[src/rtl/ins_loader_pkg.sv]
// Shared types and sizing for the boot-time instruction loader.
// Latency: n/a (package). Backpressure: n/a.
package ins_loader_pkg;
    localparam int DATA_W = 16;
    localparam int ADDR_W = 4;
    localparam int DEPTH  = 16;
    localparam int BYTE_W = 8;

    typedef enum logic [2:0] {
        ST_IDLE,
        ST_RECV_LO,
        ST_RECV_HI,
        ST_CHECK,
        ST_FIN
    } state_t;
endpackage

[src/rtl/ins_loader_if.sv]
// Control, byte-stream and memory-write signals of the instruction loader.
// Latency: n/a (wiring only). Backpressure: in_ready qualifies in_valid.
interface ins_loader_if import ins_loader_pkg::*; ();
    logic                       start;
    logic [ADDR_W:0]            word_count;
    logic [BYTE_W-1:0]          in_data;
    logic                       in_valid;
    logic                       in_ready;
    logic                       wr_en;
    logic [ADDR_W-1:0]          wr_addr;
    logic [DATA_W-1:0]          wr_data;
    logic                       busy;
    logic                       done;
    logic                       err;
    logic                       cpu_hold;

    modport master (
        input  start, word_count, in_data, in_valid,
        output in_ready, wr_en, wr_addr, wr_data, busy, done, err, cpu_hold
    );
    modport slave (
        output start, word_count, in_data, in_valid,
        input  in_ready, wr_en, wr_addr, wr_data, busy, done, err, cpu_hold
    );
endinterface

[src/rtl/ins_loader_csum.sv]
// 8-bit wrapping running sum; zero flags that sum plus the incoming byte wraps to 0.
// Latency: sum updates 1 cycle after add_en; zero is combinational. Backpressure: none.
module ins_loader_csum import ins_loader_pkg::*; (
    input  logic              clk,
    input  logic              rst,
    input  logic              clr,
    input  logic              add_en,
    input  logic [BYTE_W-1:0] byte_in,
    output logic [BYTE_W-1:0] sum,
    output logic              zero
);
    logic [BYTE_W-1:0] sum_nxt;

    assign sum_nxt = sum + byte_in;
    assign zero    = (sum_nxt == '0);

    always_ff @(posedge clk) begin
        if (rst || clr) begin
            sum <= '0;
        end else if (add_en) begin
            sum <= sum_nxt;
        end
    end
endmodule

[src/rtl/ins_loader.sv]
// Packs a checksummed byte stream into 16-bit words written to instruction memory.
// Latency: word write 1 cycle after its high byte; done 1 cycle after checksum byte. Backpressure: in_ready low outside receive states; in_valid low stalls forever.
module ins_loader import ins_loader_pkg::*; (
    input  logic          clk,
    input  logic          rst,
    ins_loader_if.master  bus
);
    state_t            state;
    logic [ADDR_W:0]   count;
    logic [ADDR_W:0]   idx;
    logic [ADDR_W:0]   idx_inc;
    logic [ADDR_W:0]   clamped;
    logic [BYTE_W-1:0] lo_byte;
    logic [BYTE_W-1:0] sum;
    logic              sum_zero;
    logic              accept;
    logic              csum_clr;
    logic              csum_add;

    assign accept   = bus.in_valid && bus.in_ready;
    assign idx_inc  = idx + (ADDR_W+1)'(1);
    assign clamped  = (bus.word_count > (ADDR_W+1)'(DEPTH)) ? (ADDR_W+1)'(DEPTH) : bus.word_count;
    assign csum_clr = (state == ST_IDLE) && bus.start;
    assign csum_add = accept && ((state == ST_RECV_LO) || (state == ST_RECV_HI));

    ins_loader_csum u_csum (
        .clk     (clk),
        .rst     (rst),
        .clr     (csum_clr),
        .add_en  (csum_add),
        .byte_in (bus.in_data),
        .sum     (sum),
        .zero    (sum_zero)
    );

    always_ff @(posedge clk) begin
        if (rst) begin
            state        <= ST_IDLE;
            count        <= '0;
            idx          <= '0;
            lo_byte      <= '0;
            bus.in_ready <= 1'b0;
            bus.wr_en    <= 1'b0;
            bus.wr_addr  <= '0;
            bus.wr_data  <= '0;
            bus.busy     <= 1'b0;
            bus.done     <= 1'b0;
            bus.err      <= 1'b0;
            bus.cpu_hold <= 1'b1;
        end else begin
            bus.wr_en <= 1'b0;
            bus.done  <= 1'b0;
            case (state)
                ST_IDLE: begin
                    if (bus.start) begin
                        count        <= clamped;
                        idx          <= '0;
                        bus.err      <= 1'b0;
                        bus.cpu_hold <= 1'b1;
                        bus.busy     <= 1'b1;
                        bus.in_ready <= 1'b1;
                        state        <= (clamped == '0) ? ST_CHECK : ST_RECV_LO;
                    end
                end
                ST_RECV_LO: begin
                    if (accept) begin
                        lo_byte <= bus.in_data;
                        state   <= ST_RECV_HI;
                    end
                end
                ST_RECV_HI: begin
                    if (accept) begin
                        bus.wr_en   <= 1'b1;
                        bus.wr_addr <= idx[ADDR_W-1:0];
                        bus.wr_data <= {bus.in_data, lo_byte};
                        idx         <= idx_inc;
                        state       <= (idx_inc == count) ? ST_CHECK : ST_RECV_LO;
                    end
                end
                ST_CHECK: begin
                    if (accept) begin
                        bus.err      <= !sum_zero;
                        bus.done     <= 1'b1;
                        bus.in_ready <= 1'b0;
                        state        <= ST_FIN;
                    end
                end
                ST_FIN: begin
                    // A bad image keeps the CPU parked in reset.
                    bus.cpu_hold <= bus.err;
                    bus.busy     <= 1'b0;
                    state        <= ST_IDLE;
                end
                default: begin
                    bus.in_ready <= 1'b0;
                    bus.busy     <= 1'b0;
                    state        <= ST_IDLE;
                end
            endcase
        end
    end
endmodule
[src/flat_wrapper.sv]
// flat-port wrapper written by rule: the top's interface ports become plain ports
module ins_loader_flat import ins_loader_pkg::*;
  (clk, rst, bus_start, bus_word_count, bus_in_data, bus_in_valid, bus_in_ready, bus_wr_en, bus_wr_addr, bus_wr_data, bus_busy, bus_done, bus_err, bus_cpu_hold);
  ins_loader_if bus_i ();
  input  logic clk;
  input  logic rst;
  input wire logic [$bits(bus_i.start)-1:0] bus_start;
  input wire logic [$bits(bus_i.word_count)-1:0] bus_word_count;
  input wire logic [$bits(bus_i.in_data)-1:0] bus_in_data;
  input wire logic [$bits(bus_i.in_valid)-1:0] bus_in_valid;
  output wire logic [$bits(bus_i.in_ready)-1:0] bus_in_ready;
  output wire logic [$bits(bus_i.wr_en)-1:0] bus_wr_en;
  output wire logic [$bits(bus_i.wr_addr)-1:0] bus_wr_addr;
  output wire logic [$bits(bus_i.wr_data)-1:0] bus_wr_data;
  output wire logic [$bits(bus_i.busy)-1:0] bus_busy;
  output wire logic [$bits(bus_i.done)-1:0] bus_done;
  output wire logic [$bits(bus_i.err)-1:0] bus_err;
  output wire logic [$bits(bus_i.cpu_hold)-1:0] bus_cpu_hold;
  assign bus_i.start = bus_start;
  assign bus_i.word_count = bus_word_count;
  assign bus_i.in_data = bus_in_data;
  assign bus_i.in_valid = bus_in_valid;
  assign bus_in_ready = bus_i.in_ready;
  assign bus_wr_en = bus_i.wr_en;
  assign bus_wr_addr = bus_i.wr_addr;
  assign bus_wr_data = bus_i.wr_data;
  assign bus_busy = bus_i.busy;
  assign bus_done = bus_i.done;
  assign bus_err = bus_i.err;
  assign bus_cpu_hold = bus_i.cpu_hold;
  ins_loader u_core (.clk(clk), .rst(rst), .bus(bus_i));
endmodule
[config.mk]
export PLATFORM = sky130hd
export DESIGN_NAME = ins_loader_flat
export DESIGN_NICKNAME = d
export VERILOG_FILES = /design/src/rtl/ins_loader_pkg.sv /design/src/rtl/ins_loader_if.sv /design/src/rtl/ins_loader_csum.sv /design/src/rtl/ins_loader.sv /design/src/flat_wrapper.sv
export SDC_FILE = /design/constraint.sdc
export NUM_CORES = 1
export LEC_CHECK = 0
export BUFFER_PORTS_ARGS = -buffer_cell sky130_fd_sc_hd__buf_2
export CAP_MARGIN = 5
export CORE_UTILIZATION = 60
export DETAILED_ROUTE_END_ITERATION = 7
export PLACE_DENSITY = 0.87
export SLEW_MARGIN = 30
export SYNTH_ARGS = -nofsm -noshare
export SYNTH_HDL_FRONTEND = slang
export SYNTH_HIERARCHICAL = 1
export SYNTH_SLANG_ARGS = --single-unit
[constraint.sdc]
create_clock -name clk -period 5.8 [get_ports clk]
set_clock_uncertainty 0.05 [all_clocks]
set_input_delay 0.58 -clock clk [delete_from_list [all_inputs] [get_ports clk]]
set_output_delay 0.58 -clock clk [all_outputs]
set_load 0.01 [all_outputs]
; Yosys cells after proc, flatten, opt, wreduce, memory -nomap -nowiden
; Cells that the tools add are included.
[totals]
mem_bits_rw = 0
regBits = 55
in_bits = 17
latchBits = 0
rom_bits = 0
memories = 0
output_inout_bits = 26
[classes]
add_sub_neg = 2
multipliers = 0
n_mux = 20
n_shift = 0
n_reduce_logical = 25
bitwise = 4
n_div = 0
n_lt_le_gt_ge = 1
eq_ne = 9
[ops]
columns = op, n
row1 = $mux 5, 3
row2 = $mux 3, 4
row3 = $pmux 3 s4, 1
row4 = $pmux 5 s2, 1
row5 = $reduce_and 2->1, 5
row6 = $reduce_and 3->1, 3
row7 = $add 8x8->8, 1
row8 = $logic_not 8->1, 1
row9 = $eq 3x2->1 const B, 2
row10 = $ne 2x1->1 const B, 3
row11 = $pmux 1 s2, 3
row12 = $reduce_bool 2->1, 3
row13 = $reduce_or 3->1, 2
row14 = $add 5x1->5 const B, 1
row15 = $eq 5x5->1, 1
row16 = $gt 5x5->1 const B, 1
row17 = $logic_not 5->1, 1
row18 = $mux 1, 5
row19 = $mux 2, 2
row20 = $not 1->1, 4
row21 = $reduce_and 4->1, 1
row22 = $reduce_or 2->1, 2
row23 = $eq 3x1->1 const B, 1
row24 = $eq 3x3->1 const B, 1
row25 = 6 further kinds, 9

; Longest topological paths before layout
[depth]
ltp_word = 6
depth_mapped = 10
ltp_nobuf = 10

; Cells and area by module
; Netlist, hierarchy kept.
[modules_own_cells]
columns = module, area_each_um2, instances, seq_area_each_um2, cells_per_inst
row1 = ins_loader, 1955.6, 1, 940.9, 231
row2 = ins_loader_csum, 621.8, 1, 160.2, 72

; Worst setup path after synthesis
; OpenSTA, ideal clock, no wires.
[synth_path]
path_kind = input -> register
startpoint = input port bus_in_data[0]
endpoint = register u_core.bus.err
n_path_buf = 0
stages = 10
t_arrival_ns = 2.383
setup_ns = 0.070
slack_ns = 3.297
path_cell_list = ha_1 -> inv_1 -> fa_1 -> nor2b_1 -> o211ai_2 -> or4b_1 -> o311a_1 -> and4_1 -> or3_1 -> a21oi_1
[synth_between]
elab_chain_cells = 5
[synth_rtl]
columns = item, line
row1 = from (decl), flat_wrapper.sv:9  ; input wire logic [$bits(bus_i.in_data)-1:0] bus_in_data;
row2 = $add 8x8->8, ins_loader_csum.sv:14  ; assign sum_nxt = sum + byte_in;
row3 = $logic_not 8->1, ins_loader_csum.sv:15  ; assign zero = (sum_nxt == '0);
row4 = named net u_core.sum_zero, ins_loader.sv:15  ; logic sum_zero;
row5 = $logic_not 1->1, ins_loader.sv:82  ; bus.err <= !sum_zero;
row6 = $mux 1, ins_loader.sv:81  ; if (accept) begin
row7 = $pmux 1 s2, ins_loader.sv:53  ; case (state)
row8 = to (signal assigned), ins_loader.sv:82
row9 = to (decl), ins_loader_if.sv:19  ; output in_ready, wr_en, wr_addr, wr_data, busy, done, err, cpu_hold
; The timed path passes the listed nets, and every way through them passes these cells. The select of a mux whose other input is x is not followed.
; A chain may end at the register's enable or synchronous reset.

; Worst setup path after layout
; Ends and elaborated chain as after synthesis.

==> impl_results.md <==
- Synth cell types: 50
- Postcts setup bufs: 0
- Yosys warnings: 6
- Sink of the worst hold path: u_core/bus.wr_addr[3]
- GR Util All Layers: 0.257
- I/O Pins: 43
- Worst reg2reg setup slack: 3.29 ns
- Post-Syn Nets: 329
- Async SR Flop Fraction: 0
- Initial antenna violation count: 0
- Largest net degree at the start of global routing: 49
- Port bufs: 42
- Most frequent cells in the layout: nand2_1 (55), dfxtp_1 (55), buf_2 (42)
- Endpoints failing setup: 0
- Detailed-route vias per instance: 5.66
- Hold_sp: u_core/bus.wr_addr[3]
- Resized cells post-CTS: 0
- Crit path launch type: input port
- Number of remaining DRC errors: 0
- Area growth, synth to finish: 12.4%
- Hold Buf Count CTS: 0
- Syn_area_per_cell: 8.51 um^2
- Initial Util: 0.635
- Setup WS post-layout: between 3 and 4 ns
- CP Max Fanout: 3
- Worst EP arrival: 2.71 ns
- DP HPWL: 3.68 mm
- WL final: 5.37 mm
- Grt total ovfl: 0
- Clk sinks: 55
- Clock-pin slew on the worst setup and hold paths: 0.09 ns
- Post-synth EDFFs: 0
- Slowest cell on the critical path: fa_1
- DIE AREA: 4560 um^2
- Fin crit share: 0.435
- Avg WL per Cell: 13.8 um
- Final critical-path required period: 2.52 ns
- First-pass GRT wire length: 8.71 mm
- Die W: 67.5 um
- Pwr Density: 254 nW/um^2
- CP required: 5.99 ns
- Max Fclk: 0.397 GHz
- Layout cells sized above 1: 0.180
- Inserted Clock Buffers: 5
- Primary FF master, synth: dfxtp_1
- Final hold vios: 0
- Yosys reg bits: between 50 and 60
- Worst Hold Class: reg2reg
- Max Cap Viol: 0
- ANT cells: 0
- Core region area: 4060 um^2
- R2R depth: 10
- CTS tree: built
- TritonRoute pass-1 iters: 4
- Mapped Area: 2580 um^2
- Fill cell count: about 310
- Die height: around 68 um
- Worst setup EP type: flip-flop
- Critical Path Max Stage Delay: 0.40 ns
- Critical Path, Cell by Cell: buf_2 > ha_1 > inv_1 > fa_1 > nor2b_1 > o21ai_0 > xnor2_1 > nor3_1 > and4_1 > or3_1 > a21oi_1
- NumNets Final: 364
- CP Class: in2reg
- Number of global-route vias before repair: about 2000
- Tightest Pin Transition: 0.888 ns
- CTS root buf: clkbuf_8
- Clk_lat worst skew: 0.32 ns
- Antenna-violating nets left: 0
- Worst rel slew slack: 0.408
- # rows: 23
- Reg2Reg Launch Point: u_core/u_csum/sum[0]
- Vias: 2200
- Depth of the CTS H-tree: 2
- Max-slew violations: 0
- Pre-CTS setup slack: ~3 ns
- Seq/Total Area, Yosys: 0.427
- Peak VDD IR: 0.241 mV
- Clock buffer depth: 2
- Status: finished clean
- Lkg Pwr: approximately 0.0012 uW
- TNS Setup: 0 ns
- RSZ-0062 raised after global routing: no
- Cells after Synth: 303
- Hold path depth: 2
- Placer Congestion: 0.873
- 1st-iter DRT viols: 116
- Reg-to-Reg End: u_core/bus.err
[where the power goes]
group          switching, uW  internal (uW)  total, uW
registers               7.43            385        393
clock network            127            142        269
logic                   44.7           29.6       74.4
[how the worst max path moves through the flow]
stage / cells past startpoint / slack, ns / start / end
3_3_place_gp: 11 / 3.09 / bus_in_data[0] / u_core/bus.err
5_1_grt: 5 / 3.07 / u_core/state[1] / u_core/u_csum/sum[2]
6_report: 11 / 3.28 / bus_in_data[0] / u_core/bus.err
4_1_cts: 5 / 3.27 / u_core/state[1] / u_core/u_csum/sum[2]
2_1_floorplan: 10 / 3.30 / bus_in_data[0] / u_core/bus.err
3_5_place_dp: 11 / 3.01 / bus_in_data[0] / u_core/bus.err
[final cells by class]
| cell class | instances | area (um^2) | share of cell area |
|---|---|---|---|
| tap | 50 | 62.6 | 0.0216 |
| clock inverter | 2 | 38.8 | 0.0134 |
| sequential | 55 | 1100 | 0.380 |
| clock buffer | 6 | 82.6 | 0.0285 |
| inverter | 8 | 31.3 | 0.0108 |
| timing repair buffer | 43 | 218 | 0.0752 |
| multi-input combinational | 225 | 1360 | 0.470 |
[logic make-up after synthesis]
| group | Yosys count | share of synthesized area |
|---|---|---|
| adder cells (fa/ha/maj) | 9 | 0.0466 |
| multiplexers | 13 | 0.0505 |
| AND/OR/NAND/NOR | 127 | 0.243 |
| AO/OA/AOI/OAI | 64 | 0.148 |
| flip-flops | 55 | 0.427 |
| buffers and inverters | 23 | 0.0442 |
| XOR/XNOR | 12 | 0.0408 |
[sequential cells by signal (all words and copies together) (netlist names)]
name,flops
u_core/count,5
u_core/bus.wr_addr,4
u_core/u_csum/sum,8
u_core/state,3
u_core/bus.in_ready,1
u_core/bus.busy,1
u_core/bus.err,1
u_core/bus.wr_data,16
u_core/bus.cpu_hold,1
u_core/bus.done,1
u_core/lo_byte,8
u_core/idx,5
u_core/bus.wr_en,1
[routing by layer]
metal / part of all wire / track usage / vias to the layer above
met1: 0.44 / 0.286 / 1023
li1: - / - / 1110
met3: 0.038 / 0.0422 / 15
met4: 0.020 / 0.117 / 0
met2: 0.50 / 0.470 / 52
met5: 0 / 0 / -
[through the flow]
step / power (uW) / std cells / instance area [um^2] / hold slack (ns) / util
2_1_floorplan: 455 / 303 / 2580 / 0.381 / -
3_3_place_gp: 472 / 381 / 2780 / 0.391 / 0.684
3_5_place_dp: 475 / 381 / 2780 / 0.393 / 0.684
4_1_cts: 740 / 389 / 2900 / 0.407 / 0.714
5_1_grt: 768 / 389 / 2900 / 0.433 / 0.714
6_report: 736 / 389 / 2900 / 0.405 / 0.714
[critical path, delay by kind of cell]
kind	cells	cell delay, ns
AND/OR/NAND/NOR	4	0.86
XOR/XNOR	1	0.25
AO/OA/AOI/OAI	2	0.30
buffers and inverters	2	0.17
adder cells (fa/ha/maj)	2	0.56
[cells in the mapped netlist (all sizes together), types with 7 or more instances]
library cell	instances	share of area
dfxtp	55	0.43
ha	8	0.039
nor3	8	0.016
inv	7	0.010
nand2	55	0.080
o21ai	9	0.017
a21oi	40	0.081
mux2i	13	0.050
nor2	25	0.037
buf	7	0.020
nand3b	11	0.032
clkbuf	8	0.012
(Power assumes the default switching activity.)
